[src/rtl/syscall_pkg.sv]
// Shared types and constants for the console-read syscall unit.
// Holds the FSM state enum, syscall codes, ASCII constants and a digit test.
package syscall_pkg;

    typedef enum logic [2:0] {
        IDLE     = 3'd0,
        RD_CHAR  = 3'd1,
        RD_SIGN  = 3'd2,
        RD_DIGIT = 3'd3,
        DONE     = 3'd4,
        WAIT_CLR = 3'd5
    } state_e;

    localparam int unsigned SYS_PRINT_INT = 32'd1;
    localparam int unsigned SYS_READ_INT  = 32'd5;
    localparam int unsigned SYS_EXIT      = 32'd10;
    localparam int unsigned SYS_READ_CHAR = 32'd12;

    localparam logic [7:0] ASCII_ZERO    = 8'h30;
    localparam logic [7:0] ASCII_NINE    = 8'h39;
    localparam logic [7:0] ASCII_MINUS   = 8'h2D;
    localparam logic [7:0] ASCII_NEWLINE = 8'h0A;

    function automatic logic is_digit(input logic [7:0] b);
        return (b >= ASCII_ZERO) && (b <= ASCII_NINE);
    endfunction

endpackage

[src/rtl/syscall_dec_accum.sv]
// Decimal accumulator: acc = acc*10 + digit with a digit counter.
// Digits past MAX_DIGITS are dropped and raise a sticky overflow until cleared.
module syscall_dec_accum
    import syscall_pkg::*;
#(
    parameter int MAX_DIGITS = 10,
    parameter int DATA_W     = 32
) (
    input  logic              clk,
    input  logic              rst_n,
    input  logic              clear,
    input  logic              step,
    input  logic [3:0]        digit,
    output logic [DATA_W-1:0] acc,
    output logic              overflow
);

    localparam int CNT_W = $clog2(MAX_DIGITS + 1);

    logic [DATA_W-1:0] acc_r;
    logic [CNT_W-1:0]  count_r;
    logic              overflow_r;
    logic [DATA_W-1:0] acc_next_s;

    // Shift-add form of x10; wraps modulo 2^DATA_W
    assign acc_next_s = (acc_r << 3) + (acc_r << 1) + DATA_W'(digit);

    // Accumulator, digit count and overflow flag
    always_ff @(posedge clk) begin
        if (!rst_n) begin
            acc_r      <= '0;
            count_r    <= '0;
            overflow_r <= 1'b0;
        end else if (clear) begin
            acc_r      <= '0;
            count_r    <= '0;
            overflow_r <= 1'b0;
        end else if (step) begin
            if (count_r < CNT_W'(MAX_DIGITS)) begin
                acc_r   <= acc_next_s;
                count_r <= count_r + CNT_W'(1);
            end else begin
                overflow_r <= 1'b1;
            end
        end
    end

    assign acc      = acc_r;
    assign overflow = overflow_r;

endmodule

[src/rtl/syscall_reader.sv]
// Console read syscall unit: stalls the CPU, parses read_char / read_int input bytes.
// Define SYSCALL_READER_TRACE_EN to print each completed result.
module syscall_reader
    import syscall_pkg::*;
#(
    parameter int MAX_DIGITS = 10,
    parameter int DATA_W     = 32
) (
    input  logic              clk,
    input  logic              rst_n,
    input  logic              syscall_control,
    input  logic [DATA_W-1:0] v0,
    input  logic              in_valid,
    input  logic [7:0]        in_data,
    output logic              in_ready,
    output logic              stall,
    output logic              result_valid,
    output logic [DATA_W-1:0] result,
    output logic              overflow
);

    state_e            state_r, next_state_s;
    logic [DATA_W-1:0] result_r, result_d_s;
    logic              result_valid_r;
    logic              negate_r;
    logic              load_result_s, acc_clear_s, acc_step_s, neg_set_s;
    logic              in_read_s, is_read_code_s;
    logic [DATA_W-1:0] acc_s;
    logic              overflow_s;

    syscall_dec_accum #(
        .MAX_DIGITS(MAX_DIGITS),
        .DATA_W    (DATA_W)
    ) u_accum (
        .clk     (clk),
        .rst_n   (rst_n),
        .clear   (acc_clear_s),
        .step    (acc_step_s),
        .digit   (in_data[3:0]),
        .acc     (acc_s),
        .overflow(overflow_s)
    );

    assign in_read_s      = (state_r == RD_CHAR) || (state_r == RD_SIGN) || (state_r == RD_DIGIT);
    assign is_read_code_s = (v0 == DATA_W'(SYS_READ_INT)) || (v0 == DATA_W'(SYS_READ_CHAR));
    // Gating with syscall_control keeps a byte from being swallowed by an aborting read
    assign in_ready = rst_n && syscall_control && in_read_s;
    assign stall    = rst_n && (in_read_s || ((state_r == IDLE) && syscall_control && is_read_code_s));

    // Next-state and datapath control decode
    always_comb begin
        next_state_s  = state_r;
        result_d_s    = '0;
        load_result_s = 1'b0;
        acc_clear_s   = 1'b0;
        acc_step_s    = 1'b0;
        neg_set_s     = 1'b0;
        case (state_r)
            IDLE: begin
                if (syscall_control && (v0 == DATA_W'(SYS_READ_CHAR))) begin
                    next_state_s = RD_CHAR;
                    acc_clear_s  = 1'b1;
                end else if (syscall_control && (v0 == DATA_W'(SYS_READ_INT))) begin
                    next_state_s = RD_SIGN;
                    acc_clear_s  = 1'b1;
                end else begin
                    next_state_s = IDLE;
                end
            end
            RD_CHAR: begin
                if (!syscall_control) begin
                    next_state_s = IDLE;
                end else if (in_valid) begin
                    result_d_s    = {{(DATA_W-8){1'b0}}, in_data};
                    load_result_s = 1'b1;
                    next_state_s  = DONE;
                end else begin
                    next_state_s = RD_CHAR;
                end
            end
            RD_SIGN: begin
                if (!syscall_control) begin
                    next_state_s = IDLE;
                end else if (in_valid) begin
                    if (in_data == ASCII_MINUS) begin
                        neg_set_s    = 1'b1;
                        next_state_s = RD_DIGIT;
                    end else if (is_digit(in_data)) begin
                        acc_step_s   = 1'b1;
                        next_state_s = RD_DIGIT;
                    end else begin
                        result_d_s    = '0;
                        load_result_s = 1'b1;
                        next_state_s  = DONE;
                    end
                end else begin
                    next_state_s = RD_SIGN;
                end
            end
            RD_DIGIT: begin
                if (!syscall_control) begin
                    next_state_s = IDLE;
                end else if (in_valid) begin
                    if (is_digit(in_data)) begin
                        acc_step_s   = 1'b1;
                        next_state_s = RD_DIGIT;
                    end else begin
                        result_d_s    = negate_r ? (DATA_W'(0) - acc_s) : acc_s;
                        load_result_s = 1'b1;
                        next_state_s  = DONE;
                    end
                end else begin
                    next_state_s = RD_DIGIT;
                end
            end
            DONE: begin
                next_state_s = WAIT_CLR;
            end
            WAIT_CLR: begin
                if (!syscall_control) begin
                    next_state_s = IDLE;
                end else begin
                    next_state_s = WAIT_CLR;
                end
            end
            default: begin
                next_state_s = IDLE;
            end
        endcase
    end

    // State, result, valid pulse and sign flag registers
    always_ff @(posedge clk) begin
        if (!rst_n) begin
            state_r        <= IDLE;
            result_r       <= '0;
            result_valid_r <= 1'b0;
            negate_r       <= 1'b0;
        end else begin
            state_r        <= next_state_s;
            result_valid_r <= (next_state_s == DONE);
            if (load_result_s) begin
                result_r <= result_d_s;
            end
            if (acc_clear_s) begin
                negate_r <= 1'b0;
            end else if (neg_set_s) begin
                negate_r <= 1'b1;
            end
        end
    end

`ifdef SYSCALL_READER_TRACE_EN
    // Console trace of each completed read
    always_ff @(posedge clk) begin
        if (rst_n && (state_r == DONE)) begin
            $display("SYSCALL INPUT = %d", result_r);
        end
    end
`else
    // Tracing compiled out; ports and timing are unchanged
`endif

    assign result       = result_r;
    assign result_valid = result_valid_r;
    assign overflow     = overflow_s;

endmodule

[config.mk]
export PLATFORM = sky130hd
export DESIGN_NAME = syscall_reader
export DESIGN_NICKNAME = d
export VERILOG_FILES = /design/src/rtl/syscall_pkg.sv /design/src/rtl/syscall_dec_accum.sv /design/src/rtl/syscall_reader.sv
export SDC_FILE = /design/constraint.sdc
export NUM_CORES = 1
export LEC_CHECK = 0
export BUFFER_PORTS_ARGS = -buffer_cell sky130_fd_sc_hd__buf_4
export CAP_MARGIN = 20
export CELL_PAD_IN_SITES_DETAIL_PLACEMENT = 2
export CELL_PAD_IN_SITES_GLOBAL_PLACEMENT = 2
export CORE_UTILIZATION = 34
export DETAILED_ROUTE_END_ITERATION = 10
export PLACE_DENSITY = 0.88
export SLEW_MARGIN = 20
export SYNTH_ARGS = -nofsm -noshare
export SYNTH_HDL_FRONTEND = slang
export SYNTH_SLANG_ARGS = --single-unit
[constraint.sdc]
create_clock -name clk -period 3.54 [get_ports clk]
set_input_delay 0.177 -clock clk [delete_from_list [all_inputs] [get_ports clk]]
set_output_delay 0.177 -clock clk [all_outputs]
set_load 0.01 [all_outputs]
## Yosys cells after proc, flatten, opt, wreduce, memory -nomap -nowiden

Index checks and enable logic that the tools add are counted.

| operators by class | value |
|---|---|
| add/sub/neg operators | 4 |
| $lt $le $gt $ge | 3 |
| div/mod/pow operators | 0 |
| multiplexer cells | 42 |
| shifts and indexed selects | 0 |
| bitwise operators | 2 |
| equal/unequal tests | 9 |
| reduce and logical (&&, ||, !) cells | 16 |
| multipliers | 0 |

Operators with widths:

| kind | number |
|---|---|
| $mux 32 | 4 |
| $pmux 32 s2 | 1 |
| $add 32x32->32 | 1 |
| $add 32x4->32 | 1 |
| $eq 32x3->1 const B | 1 |
| $eq 32x4->1 const B | 1 |
| $sub 1x32->32 const A | 1 |
| $mux 3 | 9 |
| $mux 1 | 21 |
| $pmux 3 s6 | 1 |
| $mux 8 | 2 |
| $eq 3x3->1 const B | 3 |
| $eq 8x6->1 const B | 1 |
| $ge 8x6->1 const B | 1 |
| $le 8x6->1 const B | 1 |
| $logic_and 1x1->1 | 8 |
| $eq 3x2->1 const B | 2 |
| $add 4x1->4 const B | 1 |
| $logic_or 1x1->1 | 4 |
| $lt 4x4->1 const B | 1 |
| $mux 2 | 2 |
| $reduce_and 2->1 | 2 |
| $eq 3x1->1 const B | 1 |
| $logic_not 3->1 | 1 |
| 4 further kinds | 5 |

| word-level totals | value |
|---|---|
| bits in latches | 0 |
| output and inout bits | 36 |
| flip-flop bits (word level) | 74 |
| input port bits | 44 |
| memories | 0 |
| logic and storage cells | 83 |
| bits in writable memories | 0 |
| bits in read-only memories | 0 |

## Logic depth before layout (Yosys ltp)

Gate-level depths: netlist of the first run.

| logic depth | value |
|---|---|
| word-level depth | 8 |
| depth in mapped cells | 10 |

## Modules after synthesis

Synthesis of the first run repeated with hierarchy kept, for this count alone.

| unflattened totals | value |
|---|---|
| cells, all modules | 656 |
| area total of the unflattened synthesis | 5592.9 µm² |

Modules (own cells, without submodules):

| module | area an instance (µm²) | cells each | seq. area each (µm²) | times used |
|---|---|---|---|---|
| syscall_dec_accum | 3204.3 | 375 | 740.7 | 1 |
| syscall_reader | 2388.5 | 281 | 740.7 | 1 |

## Worst setup path before layout of the first run

No wires, ideal clock.

| path | value |
|---|---|
| path type | reg-to-reg |
| start | register u_accum.acc_r[2] (netlist: u_accum.acc[2]) |
| end | register u_accum.acc_r[26] (netlist: u_accum.acc[26]) |
| setup time | 0.132 ns |
| slack | 0.332 ns |
| stages on the path, launching flop included | 10 |
| arrival | 3.076 ns |
| path buffers | 0 |
| cell sequence | dfxtp_1 fa_1 fa_1 a21o_1 a221o_1 a221oi_1 o21ai_0 a31oi_1 mux2i_1 a21oi_1 |

| on the way | value |
|---|---|
| cells in the longest elaborated chain, start to end | 2 |

Ends and longest elaborated chain:

| element | RTL line | source |
|---|---|---|
| start: declaration | syscall_dec_accum.sv:20 | `logic [DATA_W-1:0] acc_r;` |
| start signal: assignment | syscall_dec_accum.sv:40 | `acc_r <= acc_next_s;` |
| $add 32x32->32 | syscall_dec_accum.sv:26 | `assign acc_next_s = (acc_r << 3) + (acc_r << 1) + DATA_W'(digit);` |
| $add 32x4->32 | syscall_dec_accum.sv:26 |  |

Every way passes these cells.
A chain may end at the register's enable or synchronous reset.

## Final worst setup path of the first run

| path | value |
|---|---|
| start | register u_accum.acc_r[1] (netlist: u_accum.acc[1]) |
| end | register u_accum.acc_r[22] (netlist: u_accum.acc[22]) |

Same word-level chain as after synthesis.

==> results of run 1 <==
-- per-layer routing --
| layer | vias up | global-route usage, % | share of wire [%] |
|---|---|---|---|
| li1 | 2662 | - | - |
| met4 | 0 | 15.8 | 3.9 |
| met3 | 88 | 6.19 | 5.4 |
| met5 | - | 0 | 0 |
| met1 | 3130 | 37.9 | 40 |
| met2 | 266 | 58.3 | 50 |
-- final timing paths --
check,end,start,slack (ns),depth (start not counted)
setup / recovery,u_accum.acc[22],u_accum.acc[1],0.08,11
hold / removal,u_accum.acc[0],in_data[0],0.13,3
setup reg to reg,u_accum.acc[22],u_accum.acc[1],0.08,11
hold reg to reg,result[27],result[27],0.48,2
-- stage by stage --
stage	utilization [%]	setup slack (ns)
2_1_floorplan	-	0.332
3_3_place_gp	40.2	0.328
3_5_place_dp	40.2	0.144
4_1_cts	42.3	0.0709
5_1_grt	42.4	0.0236
6_report	42.4	0.0804
-- flip-flops by register name, summed over array words and instances, names as in the netlist --
register	flops
u_accum.overflow	1
negate_r	1
u_accum.count_r	4
result	32
result_valid	1
u_accum.acc	32
state_r	3
-- placed cells by master (no fill, tap or decap), drive strengths merged, types with 10 or more instances in the layout --
cell / count
a21o: 10
a21oi: 59
buf: 94
clkbuf: 10
dfxtp: 74
ha: 60
nand2: 90
nand3: 26
nand4: 12
nor2: 30
nor2b: 17
nor3: 12
nor4: 12
o21ai: 56
o31ai: 12
xnor2: 24
xor2: 26
-- final cells by class --
cell class	count	area, um^2
Timing Repair Buffer	94	706
Sequential cell	74	1480
Fill cell	1754	9120
Inverter	6	22.5
Multi-Input combinational cell	569	3880
Clock inverter	6	115
Clock buffer	10	229
Tap cell	216	270
-- critical path, cell delays in order, from the launching register on --
cell and delay [ns]:
dfxtp_1 0.48, ha_1 0.30, ha_1 0.23, fa_1 0.41, a21o_1 0.19, a221o_1 0.34
a221oi_1 0.41, o21ai_0 0.24, a31oi_2 0.32, buf_4 0.18, xor2_1 0.15, o21ai_0 0.09
-- cells in the mapped netlist, types with 6 or more instances --
cell      instances
clkbuf_1         25
nand4_1          12
a21boi_0          6
and3_1            8
inv_1             6
nor2_1           30
o21ai_1          12
buf_1             8
dfxtp_1          74
ha_1             60
or3_1             6
nand2b_1          7
a22oi_1           8
and2_1            7
a222oi_1          6
o31ai_1           9
nor3_1           12
xor2_1           26
xnor2_1          24
a21o_1           10
o21a_1            9
a31oi_1           6
o21ai_0          44
nor4_1           11
nand3_1          26
a21oi_1          59
nand2_1          89
nor2b_1          17
-- what timing repair did --
item                                   CTS  global route
buffers inserted                         0             0
gates resized for setup                  0             1
setup endpoints to repair                0             1
endpoints found under the hold margin    0             0
-- cells by family (layout without fill, tap and decap cells) --
kind of cell | after synthesis | in the layout | share of synthesized area [%]
mux | 5 | 5 | 0.909
buf+inv | 40 | 116 | 2.86
simple gates | 248 | 248 | 23.0
flops | 74 | 74 | 26.9
xor+xnor | 50 | 50 | 7.95
compound gates | 204 | 204 | 24.0
fa+ha+maj | 62 | 62 | 14.4
-- where the power goes --
part	switching (mW)	internal, mW
registers	0.0000000000185	0.832
clock network	0.428	0.692
logic	0.0494	0.0416
==> flow_metrics.tcl, run 1 <==
set metrics [dict create \
    nNetsFinal 860 \
    power_mw 2.04 \
    cts.clk_slew.worst_paths_ns 0.07 \
    avgViaCountPerCell 6.30 \
    final_area_mm2 0.00671 \
    grt_overflow 0 \
    crit_path_start_kind "register" \
    placedInstanceArea_mm2 0.00635 \
    dpl.hpwl_um 17000 \
    routedWlPerCell_um 27.8 \
    yosys_warnings 0 \
    crit_path_max_fanout 6 \
    yosysTopAreaCell "dfxtp_1" \
    rsz0062_at_grt "no" \
    power_density_mw_per_mm2 305 \
    synth-edff-count 0 \
    crit_type "reg2reg" \
    hold_buffers 0 \
    slew_viol_final 0 \
    hold_ws_ns 0.132 \
    fin_cells 975 \
    area_growth_pct 21.8 \
    ioPinCount 80 \
    hold_class "in2reg" \
    core_mm2 0.0158 \
    die_w_um 129 \
    fin_crit_sh_pct 97.7 \
    post_synth.cell_area_avg_um2 8.06 \
    seq_area_frac_synth_pct 26.9 \
    synth.area.top_cells "dfxtp_1, ha_1, nand2_1, a21oi_1, xor2_1" \
    maxCapViolations 0 \
    crit_arrival_ns 3.70 \
    worstMarginPinSlew_ns 0.986 \
    drt_iter0_drc 529 \
    peakVddDrop_mv 0.240 \
    cts-root-buf "clkbuf_16" \
    critPathRequiredTime_ns 3.78 \
    synth_ff_type "dfxtp_1" \
    clock_skew_ns 0.0111 \
    finalWirelength_um 27100 \
    yosys.area.top_type_share_pct 26.9 \
    grt_pass1_wl_um 41300 \
    run_status "finished, final reports clean" \
    rows 46 \
    cts_tree "yes" \
    synthDistinctLibCells 59 \
    max_freq_mhz 289 \
    place_congestion 0.899 \
    antenna_found_initial 0 \
    drc 0 \
    cts-buffers-inserted 9 \
    io_buffers 79 \
    grt_use_total_pct 32.9 \
    ys_async_sr_fraction_pct 0 \
    ys_seq_elements 74 \
    slew_headroom_pct 34.3 \
    grt_pass1_vias 6810 \
    power_leakage_nw 2.95 \
    start_util_pct 34.8 \
    die_y_um 129 \
    route.vias.total 6146 \
    htreeDepth 3 \
    first_pass_iters 5 \
    n_antenna_cell 0 \
    cts.sinks 74 \
    synth_nets 789 \
    dieArea_mm2 0.0167 \
    setup_viol 0 \
    postSynthCellCount 683 \
    clock_path_buffers 2 \
    grt_max_degree 35 \
    cp-end-kind "register" \
    tns_ns 0 \
    final_antenna_net_count 0 \
    min_period_ns 3.46 \
    dp_cells 959 \
    insertion_delay_ns 0.36 \
    finalHoldViolCount 0 \
    final_layout_size_suffix_gt1_share_pct 16.6 \
    synth_area_mm2 0.00551 \
]
No activity file was read; power rests on OpenSTA's default activity.
==> inputs of run 2 (changes only) <==
ABC_AREA = 1   (was default)
CORE_UTILIZATION = 31   (was 34)
PLACE_DENSITY = 0.89   (was 0.88)
==> flow_metrics.tcl, run 2 <==
set metrics [dict create \
    run_status "finished, final reports clean" \
    peakVddDrop_mv 0.218 \
    cts.clk_slew.worst_paths_ns 0.07 \
    cp-end-kind "register" \
    place_congestion 0.852 \
    yosysTopAreaCell "dfxtp_1" \
    path_cells "fa_1 -> fa_1 -> nand3_1 -> nand3_1 -> nand2_1 -> nand2_1 -> nand2_1 -> nand3_1 -> nand2_1 -> nand3_1 -> nand2_1 -> inv_1" \
    final_common_cell "nand2_1" \
    synth.area.top_cells "dfxtp_1, nand2_1, ha_1, inv_1, nand3_1" \
    cts-buffers-inserted 9 \
    die_w_um 149 \
    r2r_start "u_accum.acc[2]" \
    final_area_mm2 0.00782 \
    p_seq_share_pct 45.5 \
    grt_max_degree 38 \
    rsz0062_at_grt "no" \
    dp_cells 1475 \
    min_period_ns 2.94 \
    setup_viol 0 \
    htreeDepth 3 \
    drt_iter0_drc 399 \
    final_core_util_pct 37.0 \
    final_cell_mix "nand2_1, inv_1, nor2_1, nand3_1, buf_4" \
    crit_arrival_ns 3.20 \
    core_mm2 0.0212 \
    hold_ws_ns 0.131 \
    setup_slack_ns 0.596 \
    reg2reg_depth 12 \
    cp_slowest_cell "fa_1" \
    hold_end "u_accum.acc[0]" \
    ioPinCount 80 \
    final_antenna_net_count 0 \
    synth-edff-count 0 \
    fin_crit_sh_pct 83.2 \
    seq_area_mm2 0.00148 \
    cts-root-buf "clkbuf_16" \
    hp-start "in_data[0]" \
    power_mw 1.83 \
    start_util_pct 31.8 \
    finalHoldViolCount 0 \
    first_pass_iters 4 \
    fin_cells 1491 \
    slew_viol_final 0 \
    yosysMostFrequentCell "nand2_1" \
    place_ws_ns 0.683 \
    worstMarginPinSlew_ns 0.935 \
    hold_buffers 0 \
    cts.sinks 74 \
    finalWirelength_um 33400 \
    clock_skew_ns 0.00817 \
    rows 53 \
    maxCapViolations 0 \
    synth_ff_type "dfxtp_1" \
    grt_use_total_pct 30.5 \
    netlist_top_cells_count "nand2_1, inv_1, nor2_1, nand3_1" \
    area_growth_pct 16.2 \
    crit_type "reg2reg" \
    yosys.area.top_type_share_pct 22.0 \
    grt_overflow 0 \
    seq_area_frac_synth_pct 22.0 \
    cts_tree "yes" \
    synth_nets 1246 \
    crit_path_start_kind "register" \
    grt_pass1_vias 9288 \
    postCtsSetupRepairBufs 0 \
    p_sw_share_pct 26.5 \
    grt_pass1_wl_um 52300 \
    routedWlPerCell_um 22.4 \
    antenna_found_initial 0 \
    io_buffers 79 \
    nFillCells 2635 \
    critPathRequiredTime_ns 3.80 \
    switchingPower_mw 0.485 \
    power.internal_mw 1.34 \
    nNetsFinal 1317 \
    clock_path_buffers 2 \
    dpl.hpwl_um 23600 \
    final_layout_size_suffix_gt1_share_pct 10.3 \
    insertion_delay_ns 0.35 \
    crit_path_max_fanout 6 \
    n_antenna_cell 0 \
    timing.rr.end "u_accum.acc[26]" \
    postSynthCellCount 1140 \
    critical_path.most_common_cell "nand2_1" \
    placedInstanceArea_mm2 0.00755 \
    power_density_mw_per_mm2 234 \
    avgViaCountPerCell 5.42 \
    dieArea_mm2 0.0223 \
    synth_area_mm2 0.00673 \
    multiInputGateArea_mm2 0.00441 \
    slew_headroom_pct 37.3 \
    power_leakage_nw 4.34 \
    route.vias.total 8078 \
    max_stage_delay_ns 0.55 \
    reg2reg_slack_ns 0.60 \
    cts_resized 0 \
    holdPathStages 3 \
    drc 0 \
    hold_class "in2reg" \
    synthDistinctLibCells 43 \
    post_synth.cell_area_avg_um2 5.91 \
    clock_power_share_pct 49.8 \
    max_freq_mhz 340 \
    p_comb_share_pct 4.7 \
    ys_async_sr_fraction_pct 0 \
    tns_ns 0 \
    ys_seq_elements 74 \
    die_y_um 149 \
    yosys_warnings 0 \
]
==> run 2: changes by cell type in the layout (fill, tap and decap cells not counted), sizes merged, moves of 20 or more <==
cell / before / now
nand2: 90 / 378
inv: 6 / 182
nor2: 30 / 132
nand3: 26 / 110
o21ai: 56 / 23
xnor2: 24 / 4
==> run 2: final cells by class <==
type                       instances  area share, %
tap                              275           4.40
clock buffer                       9           2.88
multi-input combinational        859           56.3
inverter                         183           8.78
timing repair buffer              84           8.06
sequential                        74           18.9
clock inverter                     7          0.592
==> run 2: how the worst max path moves through the flow <==
stage	cells after the start	slack [ns]	end	from
floorplan	12	1.35	u_accum.acc[22]	u_accum.acc[2]
global placement	12	0.96	u_accum.acc[26]	u_accum.acc[2]
detailed placement	12	0.68	u_accum.acc[26]	u_accum.acc[2]
CTS	12	0.59	u_accum.acc[26]	u_accum.acc[2]
global route	12	0.48	u_accum.acc[26]	u_accum.acc[2]
finish	12	0.60	u_accum.acc[26]	u_accum.acc[2]
==> run 2: power by group through the flow <==
stage	Sequential, mW	Combinational, mW	Clock (mW)
after global placement	0.851	0.0786	0
after floorplan	0.851	0.0279	0
after global routing	0.832	0.0914	0.939
after CTS	0.832	0.0853	0.907
final	0.832	0.0858	0.911
after detailed placement	0.851	0.0814	0
==> run 2: worst max-delay path: cells and delay by family (launching register included) <==
kind	cells	cell delay (ns)
fa+ha+maj	2	1.08
buf+inv	1	0.04
flops	1	0.51
simple gates	9	1.20
==> run 2: cells by family after synthesis <==
logic type / after synthesis / share of synthesized area, %
compound gates: 118 / 9.94
flops: 74 / 22.0
xor+xnor: 22 / 2.86
fa+ha+maj: 62 / 11.7
buf+inv: 207 / 12.5
simple gates: 657 / 40.9
==> run 2: per-layer routing <==
layer,track usage (%),routed length [um],up-vias
li1,-,-,3736
met3,3.39,1090,85
met1,36.1,14200,4032
met4,13.6,1210,0
met5,0,0,-
met2,55.0,16800,225
